==> config.mk <==
export PLATFORM = sky130hd
export DESIGN_NAME = fpga_mode_switch_ctrl
export DESIGN_NICKNAME = d
export VERILOG_FILES = /design/src/rtl/fpga_mode_pkg.sv /design/src/rtl/fpga_sync_ff.sv /design/src/rtl/fpga_mode_switch_ctrl.sv
export SDC_FILE = /design/constraint.sdc
export NUM_CORES = 1
export LEC_CHECK = 0
export ABC_AREA = 1
export CAP_MARGIN = 15
export CORE_MARGIN = 5
export CORE_UTILIZATION = 45
export DETAILED_ROUTE_END_ITERATION = 10
export DONT_BUFFER_PORTS = 1
export PLACE_DENSITY_LB_ADDON = 0.2
export RECOVER_POWER = 25
export SYNTH_ARGS = -nofsm -noshare
export SYNTH_HDL_FRONTEND = slang
export SYNTH_SLANG_ARGS = --single-unit
==> constraint.sdc <==
create_clock -name pck0 -period 2.5 [get_ports pck0]
set_clock_uncertainty 0.05 [all_clocks]
set_input_delay 0.375 -clock pck0 [delete_from_list [all_inputs] [get_ports pck0]]
set_output_delay 0.375 -clock pck0 [all_outputs]
set_load 0.02 [all_outputs]
==> src/rtl/fpga_mode_pkg.sv <==
// Shared types and defaults for the FPGA HF/LF mode switch controller.
package fpga_mode_pkg;

  typedef enum logic [2:0] {
    IDLE       = 3'd0,
    DEBOUNCE   = 3'd1,
    WAIT_SPI   = 3'd2,
    BLANK_PRE  = 3'd3,
    SWAP       = 3'd4,
    BLANK_POST = 3'd5
  } mode_state_e;

  localparam logic SEL_LF = 1'b0;
  localparam logic SEL_HF = 1'b1;

  localparam int DEF_SYNC_STAGES     = 2;
  localparam int DEF_DEBOUNCE_CYCLES = 1024;
  localparam int DEF_GUARD_CYCLES    = 64;
  localparam int DEF_TIMEOUT_CYCLES  = 65536;

  function automatic int max3(input int a, input int b, input int c);
    int m;
    m = (a > b) ? a : b;
    return (m > c) ? m : c;
  endfunction

endpackage

==> src/rtl/fpga_sync_ff.sv <==
// Single-bit multi-flop synchroniser for asynchronous inputs.
module fpga_sync_ff #(
  parameter int STAGES = 2
) (
  input  logic clk,
  input  logic rst,
  input  logic d,
  output logic q
);

  logic [STAGES-1:0] sync_q;

  always_ff @(posedge clk or posedge rst) begin
    if (rst) begin
      sync_q <= '0;
    end else begin
      sync_q[0] <= d;
      for (int i = 1; i < STAGES; i++) sync_q[i] <= sync_q[i-1];
    end
  end

  assign q = sync_q[STAGES-1];

endmodule

==> src/rtl/fpga_mode_switch_ctrl.sv <==
// HF/LF mode switch sequencer: debounce, wait for SPI idle, blank, swap, blank.
// Optional SPI-idle timeout enabled by defining MODE_SWITCH_TIMEOUT_EN.
module fpga_mode_switch_ctrl
  import fpga_mode_pkg::*;
#(
  parameter int   SYNC_STAGES     = DEF_SYNC_STAGES,
  parameter int   DEBOUNCE_CYCLES = DEF_DEBOUNCE_CYCLES,
  parameter int   GUARD_CYCLES    = DEF_GUARD_CYCLES,
  parameter logic RESET_SEL       = SEL_LF,
  parameter int   TIMEOUT_CYCLES  = DEF_TIMEOUT_CYCLES
) (
  input  logic pck0,
  input  logic rst,
  input  logic switch_req,
  input  logic ncs,
  output logic sel,
  output logic blank,
  output logic busy,
  output logic mode_changed,
  output logic spi_forced
);

  localparam int CNT_W = $clog2(max3(DEBOUNCE_CYCLES, GUARD_CYCLES, TIMEOUT_CYCLES)) + 1;
  localparam logic [CNT_W-1:0] DEB_LAST = CNT_W'(DEBOUNCE_CYCLES - 1);
  localparam logic [CNT_W-1:0] GRD_LAST = CNT_W'(GUARD_CYCLES - 1);
  localparam logic [CNT_W-1:0] CNT_MAX  = '1;
`ifdef MODE_SWITCH_TIMEOUT_EN
  localparam logic [CNT_W-1:0] TO_LAST  = CNT_W'(TIMEOUT_CYCLES - 1);
`endif

  logic req_s, ncs_s;
  mode_state_e state, state_nxt;
  logic [CNT_W-1:0] cnt, cnt_nxt;
  logic sel_d, blank_d, busy_d, mc_d;

  fpga_sync_ff #(.STAGES(SYNC_STAGES)) u_sync_req (
    .clk(pck0), .rst(rst), .d(switch_req), .q(req_s)
  );

  fpga_sync_ff #(.STAGES(SYNC_STAGES)) u_sync_ncs (
    .clk(pck0), .rst(rst), .d(ncs), .q(ncs_s)
  );

  // State and dwell counter; the counter restarts on every state change and saturates
  always_ff @(posedge pck0 or posedge rst) begin
    if (rst) begin
      state <= IDLE;
      cnt   <= '0;
    end else begin
      state <= state_nxt;
      cnt   <= cnt_nxt;
    end
  end

  always_comb begin
    state_nxt = state;
    case (state)
      IDLE:       if (req_s != sel) state_nxt = DEBOUNCE;
      DEBOUNCE:   if (req_s == sel) state_nxt = IDLE;
                  else if (cnt == DEB_LAST) state_nxt = WAIT_SPI;
      WAIT_SPI:   if (req_s == sel) state_nxt = IDLE;
                  else if (ncs_s) state_nxt = BLANK_PRE;
`ifdef MODE_SWITCH_TIMEOUT_EN
                  else if (cnt == TO_LAST) state_nxt = BLANK_PRE;
`endif
      BLANK_PRE:  if (cnt == GRD_LAST) state_nxt = SWAP;
      SWAP:       state_nxt = BLANK_POST;
      BLANK_POST: if (cnt == GRD_LAST) state_nxt = IDLE;
      default:    state_nxt = IDLE;
    endcase
    cnt_nxt = cnt;
    if (state_nxt != state) cnt_nxt = '0;
    else if (cnt != CNT_MAX) cnt_nxt = cnt + 1'b1;
  end

  // Outputs are computed from the upcoming state so they register in step with it
  always_comb begin
    blank_d = (state_nxt == BLANK_PRE) || (state_nxt == SWAP) || (state_nxt == BLANK_POST);
    busy_d  = (state_nxt != IDLE);
    mc_d    = (state == SWAP);
    sel_d   = (state == SWAP) ? ~sel : sel;
  end

  always_ff @(posedge pck0 or posedge rst) begin
    if (rst) begin
      sel          <= RESET_SEL;
      blank        <= 1'b0;
      busy         <= 1'b0;
      mode_changed <= 1'b0;
    end else begin
      sel          <= sel_d;
      blank        <= blank_d;
      busy         <= busy_d;
      mode_changed <= mc_d;
    end
  end

`ifdef MODE_SWITCH_TIMEOUT_EN
  // Sticky record that a swap was forced while SPI was still active
  always_ff @(posedge pck0 or posedge rst) begin
    if (rst) spi_forced <= 1'b0;
    else if (state == WAIT_SPI && state_nxt == BLANK_PRE && !ncs_s) spi_forced <= 1'b1;
  end
`else
  assign spi_forced = 1'b0;
`endif

endmodule
# ---- Yosys cells after proc, flatten, opt, wreduce, memory -nomap -nowiden
# Index checks and enable logic that the tools add are counted.
dict set report word_totals {
  regBits 28
  inputBits 4
  elab_cells 39
  out_inout_bits 5
}
dict set report op_classes {
  reduce_logical 5
  mux 10
  n_eq_ne 14
  add_sub_neg 1
  n_bitwise 1
}
# op n
set ops {}
lappend ops {{17-bit 2-to-1 mux} 2}
lappend ops {{3-bit 2-to-1 mux} 7}
lappend ops {{3-bit case mux with 6 select lines} 1}
lappend ops {{17-bit by 1-bit adder with 17-bit output, second input constant} 1}
lappend ops {{17-bit by 10-bit == test with 1-bit output, second input constant} 1}
lappend ops {{17-bit by 6-bit == test with 1-bit output, second input constant} 1}
lappend ops {{17-bit != test, second input constant} 1}
lappend ops {{3-bit == test, second input constant} 4}
lappend ops {{3-bit by 2-bit == test with 1-bit output, second input constant} 3}
lappend ops {{3-bit by 1-bit == test with 1-bit output, second input constant} 1}
lappend ops {{3-bit zero test} 1}
lappend ops {{3-bit != test} 1}
lappend ops {{3-bit nonzero test} 1}
lappend ops {{1-bit logical OR} 2}
lappend ops {{2-bit nonzero test} 1}
lappend ops {{1-bit == test} 1}
lappend ops {{1-bit != test} 1}
lappend ops {{1-bit NOT} 1}

# ---- Longest topological paths before layout
dict set report logic_depth {
  word_depth 7
  depth_mapped 16
  mapped_depth_nobuf 15
}

# ---- Cells and area by module
# Synthesis repeated with hierarchy kept, for this count alone.
dict set report unflattened {
  hier_cells 190
  hier_area_um2 1629.1
}
# module n_inst area_per_inst_um2 cells_each
set modules_own_cells {}
lappend modules_own_cells {fpga_mode_switch_ctrl 1 1521.5 184}
lappend modules_own_cells {fpga_sync_ff 2 53.8 3}

# ---- Least setup slack after synthesis
# Ideal clock, no wire load.
dict set report synth_path {
  path_type {register to register}
  from {register cnt[0]}
  to {register cnt[15]}
  synth_period_minus_slack_ps 2120
  stages_incl_launch_ff 15
  arrival_ps 1950
  setup_time_ps 120
  path_buffers 1
  path_slack_ps 380
  cell_sequence {dfrtp_1 > ha_1 > nand3_1 > nor2_2 > nand2_1 > nor3_1 > ha_1 > clkbuf_8 > inv_1 > nand2_1 > nor2_1 > nand3_1 > nor3_1 > xor2_1 > nor2_1}
}
dict set report synth_between {
  elab_chain_cells 6
  elab_cells_between_ends 13
  cone_classes {1 x add/sub; 4 x eq/ne; 7 x mux; 1 x reduce/logical}
}
# item line_no
set synth_rtl {}
lappend synth_rtl {{from (decl)} fpga_mode_switch_ctrl.sv:33} ;# logic [CNT_W-1:0] cnt, cnt_nxt;
lappend synth_rtl {{from (signal assigned)} fpga_mode_switch_ctrl.sv:51} ;# cnt <= cnt_nxt;
lappend synth_rtl {{17-bit by 10-bit == test with 1-bit output} fpga_mode_switch_ctrl.sv:60} ;# else if (cnt == DEB_LAST) state_nxt = WAIT_SPI;
lappend synth_rtl {{3-bit 2-to-1 mux} fpga_mode_switch_ctrl.sv:60}
lappend synth_rtl {{3-bit 2-to-1 mux} fpga_mode_switch_ctrl.sv:59} ;# DEBOUNCE: if (req_s == sel) state_nxt = IDLE;
lappend synth_rtl {{3-bit case mux with 6 select lines} fpga_mode_switch_ctrl.sv:57} ;# case (state)
lappend synth_rtl {{3-bit != test} fpga_mode_switch_ctrl.sv:72} ;# if (state_nxt != state) cnt_nxt = '0;
lappend synth_rtl {{17-bit 2-to-1 mux or 2-bit nonzero test (tied branches)} -}
# Several ways; a longest one is shown, not always the timed one. The select of a mux whose other input is x is not followed.
# A chain may end at the register's enable or synchronous reset.

# ---- Worst setup path in the final report
dict set report layout_path {
  from {register cnt[0]}
  to {register cnt[8]}
}
# Same word-level chain as after synthesis.

==> metrics.md <==
| Metric | Value |
|---|---|
| Status | `complete, no violations` |
| Top FF cell, synth | `dfrtp_1` |
| Antenna Cells | `0` |
| Max-cap violations | `0` |
| Final instance area | `1690 um^2` |
| CTS max path bufs | `2` |
| Syn Inst Count | `176` |
| Worst reg2reg endpoint | `cnt[8]` |
| Layout cells sized above 1 | `between 20 and 25%` |
| Critical R2R Launch | `cnt[0]` |
| DR vias | `around 1100` |
| DRT antenna net count | `0` |
| Pleak | `approximately 0.78 nW` |
| Highest Clock Rate | `457 MHz` |
| Final Hold Slack | `approximately 320 ps` |
| Worst-Skew Late Latency | `between 300 and 400 ps` |
| CTS root buf | `clkbuf_4` |
| Initial core utilization | `46.7%` |
| Area contributors post-synth | `dfrtp_1 (45%), xor2_1 (7.8%), nor2_4 (7.2%)` |
| Largest net degree at the start of global routing | `29` |
| Number of DRC markers in iteration 0 | `33` |
| Switching Share | `between 20% and 30%` |
| Placed cell count | `~220` |
| Fin crit share | `between 80% and 90%` |
| Syn Area/Cell | `approximately 8.9 um^2` |
| Reg clk slew, reported paths | `about 150 ps` |
| Core Area | `~3400 um^2` |
| Vias in the first global route | `slightly above 1000` |
| IO buf count | `0` |
| Minimum clock period | `2190 ps` |
| Residual DRC | `0` |
| DPL Wire Length | `1800 um` |
| Yosys cell types | `30` |
| Max-slew headroom | `under 10%` |
| Int Pwr | `roughly 0.67 mW` |
| Largest area contributor in the netlist | `dfrtp_1` |
| Syn Nets | `approximately 180` |
| Chip height | `69.1 um` |
| Count of state elements after synthesis | `28` |
| Synthesized area | `1570 um^2` |
| Worst Hold Launch | `u_sync_ncs.sync_q[0]` |
| Most common cell in the netlist | `dfrtp_1` |
| Worst-path cell chain | `ha_1, nand3_1, nor2_2, nand2_1, nor3_1, ha_1, inv_1, nand3b_1, nand3b_1, xor2_1, nor2_4` |
| GP Congestion | `between 0.7 and 0.8` |
| Sequential area share after synthesis | `44.7%` |
| Slew Limit Fails | `0` |
| Pwr/cell area | `around 540 nW/um^2` |
| WHS Endpoint | `u_sync_ncs.sync_q[1]` |
| CTS tree | `yes` |
| Hold depth | `0` |
| HP Class | `reg2reg` |
| Fraction of registers with async set/reset | `100%` |
| Share of the synthesized area in the top cell type | `between 40% and 50%` |
| Final hold vios | `0` |
| Post-synth EDFFs | `0` |
| Arr. time, crit path | `2370 ps` |
| Area grow syn2layout | `7.50%` |
| Worst Setup End Kind | `register` |
| Startpoint Class | `register` |
| Final TNS setup | `0 ps` |
| Actual slew at the worst max-slew pin | `between 1000 and 1500 ps` |
| Congestion Overflow GR | `0` |
| Drt wl/cell | `10.6 um` |
| Inserted Clock Buffers | `3` |
| RSZ-0062 raised after global routing | `no` |
| First-pass GRT wire length | `roughly 4300 um` |
| Worst EP required | `2680 ps` |
| Initial antenna violation count | `0` |
| Clock sinks | `28` |
| Power Total | `a little over 0.9 mW` |
| Htree depth | `1` |
| Yosys warns | `0` |
| Flop2flop setup slack | `~310 ps` |
| WL final | `approximately 2400 um` |
| Total GRT Usage | `~11%` |
| Max FO, Critical Path | `4` |
| Slowest stage cell, crit path | `dfrtp_1` |
| TritonRoute pass-1 iters | `4` |
| Non-Filler Instances | `between 200 and 250` |
| Commonest cells in the netlist | `dfrtp_1 (28), nor2_1 (25), nand2_1 (24)` |
| Clock share of power | `between 30% and 40%` |
| Final Setup Violations | `0` |
| Cell Rows | `21` |
| Top Ports | `9` |
| Setup CP Type | `reg2reg` |
| CP delay by family, top | `simple AND/OR/NAND/NOR gates` |
| Drt via density | `between 4 and 5` |
| Comb pwr share | `13.3%` |
| Worst r2r path cells | `11` |
| Sw power | `between 0.2 and 0.25 mW` |
| DIE AREA | `~4800 um^2` |
| Gates resized, CTS repair | `0` |
| Register share of total power | `between 50% and 60%` |
| Slowest stage delay, CP | `about 410 ps` |
| Worst VDD drop | `around 0.29 mV` |
| Die width | `between 60 and 70 um` |
| Final nets | `190` |
| Crit path buffers/inverters | `1` |
| Area after DPL | `around 1600 um^2` |
## per-stage QoR
stage,setup slack (ps),utilization (%)
3_3_place_gp,377,47.8
4_1_cts,283,50.3
5_1_grt,74.3,50.1
3_5_place_dp,308,47.8
2_1_floorplan,380,-
6_report,310,50.1
## power by group through the flow
stage	registers, mW	clock network, mW	logic [mW]
after global routing	0.500	0.319	0.138
after global placement	0.503	0	0.120
after CTS	0.496	0.306	0.126
final	0.496	0.295	0.122
after detailed placement	0.505	0	0.121
after floorplan	0.500	0	0.119
## layer usage
layer / routed length (um) / track usage, %
met1: 1200 / 14.0
met2: 1150 / 18.4
met3: 44 / 1.31
met4: 43 / 4.56
met5: 0 / 0
## cells by family (layout without fill, tap and decap cells)
family          Yosys count  after routing  share of synthesized area [%]
flops                    28             28                           44.7
fa+ha+maj                 2              2                           1.59
compound gates            7              7                           2.95
mux                       1              1                          0.638
simple gates             93             93                           31.8
other cells               1              1                          0.239
buf+inv                  28             35                           8.69
xor+xnor                 16             16                           9.41
## worst register-to-register path, delay by kind of cell (launching register included)
| kind | cells | cell delay [ps] |
|---|---|---|
| xor+xnor | 1 | 240 |
| simple gates | 7 | 890 |
| flops | 1 | 410 |
| buf+inv | 1 | 90 |
| fa+ha+maj | 2 | 410 |
## cell usage in the layout, fill, tap and decap left out, drive strengths merged
master	instances
nor3	6
nand3	13
clkbuf	4
ha	2
nand3b	3
bufinv	1
inv	23
o21ai	4
xnor2	2
conb	1
nand4	2
a211oi	1
buf	2
nor2	39
mux2i	1
clkinv	2
o211ai	2
dfrtp	28
dlygate4sd3	3
xor2	14
nand2	30
## worst max path at each step
stage | endpoint | startpoint | depth (start not counted)
after floorplan | cnt[15] | cnt[0] | 14
after global placement | cnt[8] | cnt[0] | 11
after detailed placement | cnt[13] | cnt[0] | 14
final | cnt[8] | cnt[0] | 11
after global routing | cnt[13] | cnt[0] | 14
after CTS | cnt[13] | cnt[0] | 14
## state kept, by name, summed over array words and instances, names as in the netlist
| signal | flops |
|---|---|
| sel | 1 |
| state | 3 |
| u_sync_req.sync_q | 2 |
| mode_changed | 1 |
| busy | 1 |
| u_sync_ncs.sync_q | 2 |
| cnt | 17 |
| blank | 1 |
## repair_timing
item	CTS	global route
buffers inserted	0	0
hold endpoints to repair	30	0
hold buffers	3	0
## cell type report
| class | count | area [um^2] |
|---|---|---|
| clock buffers | 3 | 22.5 |
| multi-input cells | 120 | 732 |
| clock inverters | 1 | 30.0 |
| inverters | 25 | 95.1 |
| repair buffers | 6 | 48.8 |
| well taps | 46 | 57.6 |
| flip-flops and latches | 28 | 701 |
| fillers | 343 | 1680 |
Note: power is estimated with default switching activity, not from simulation.
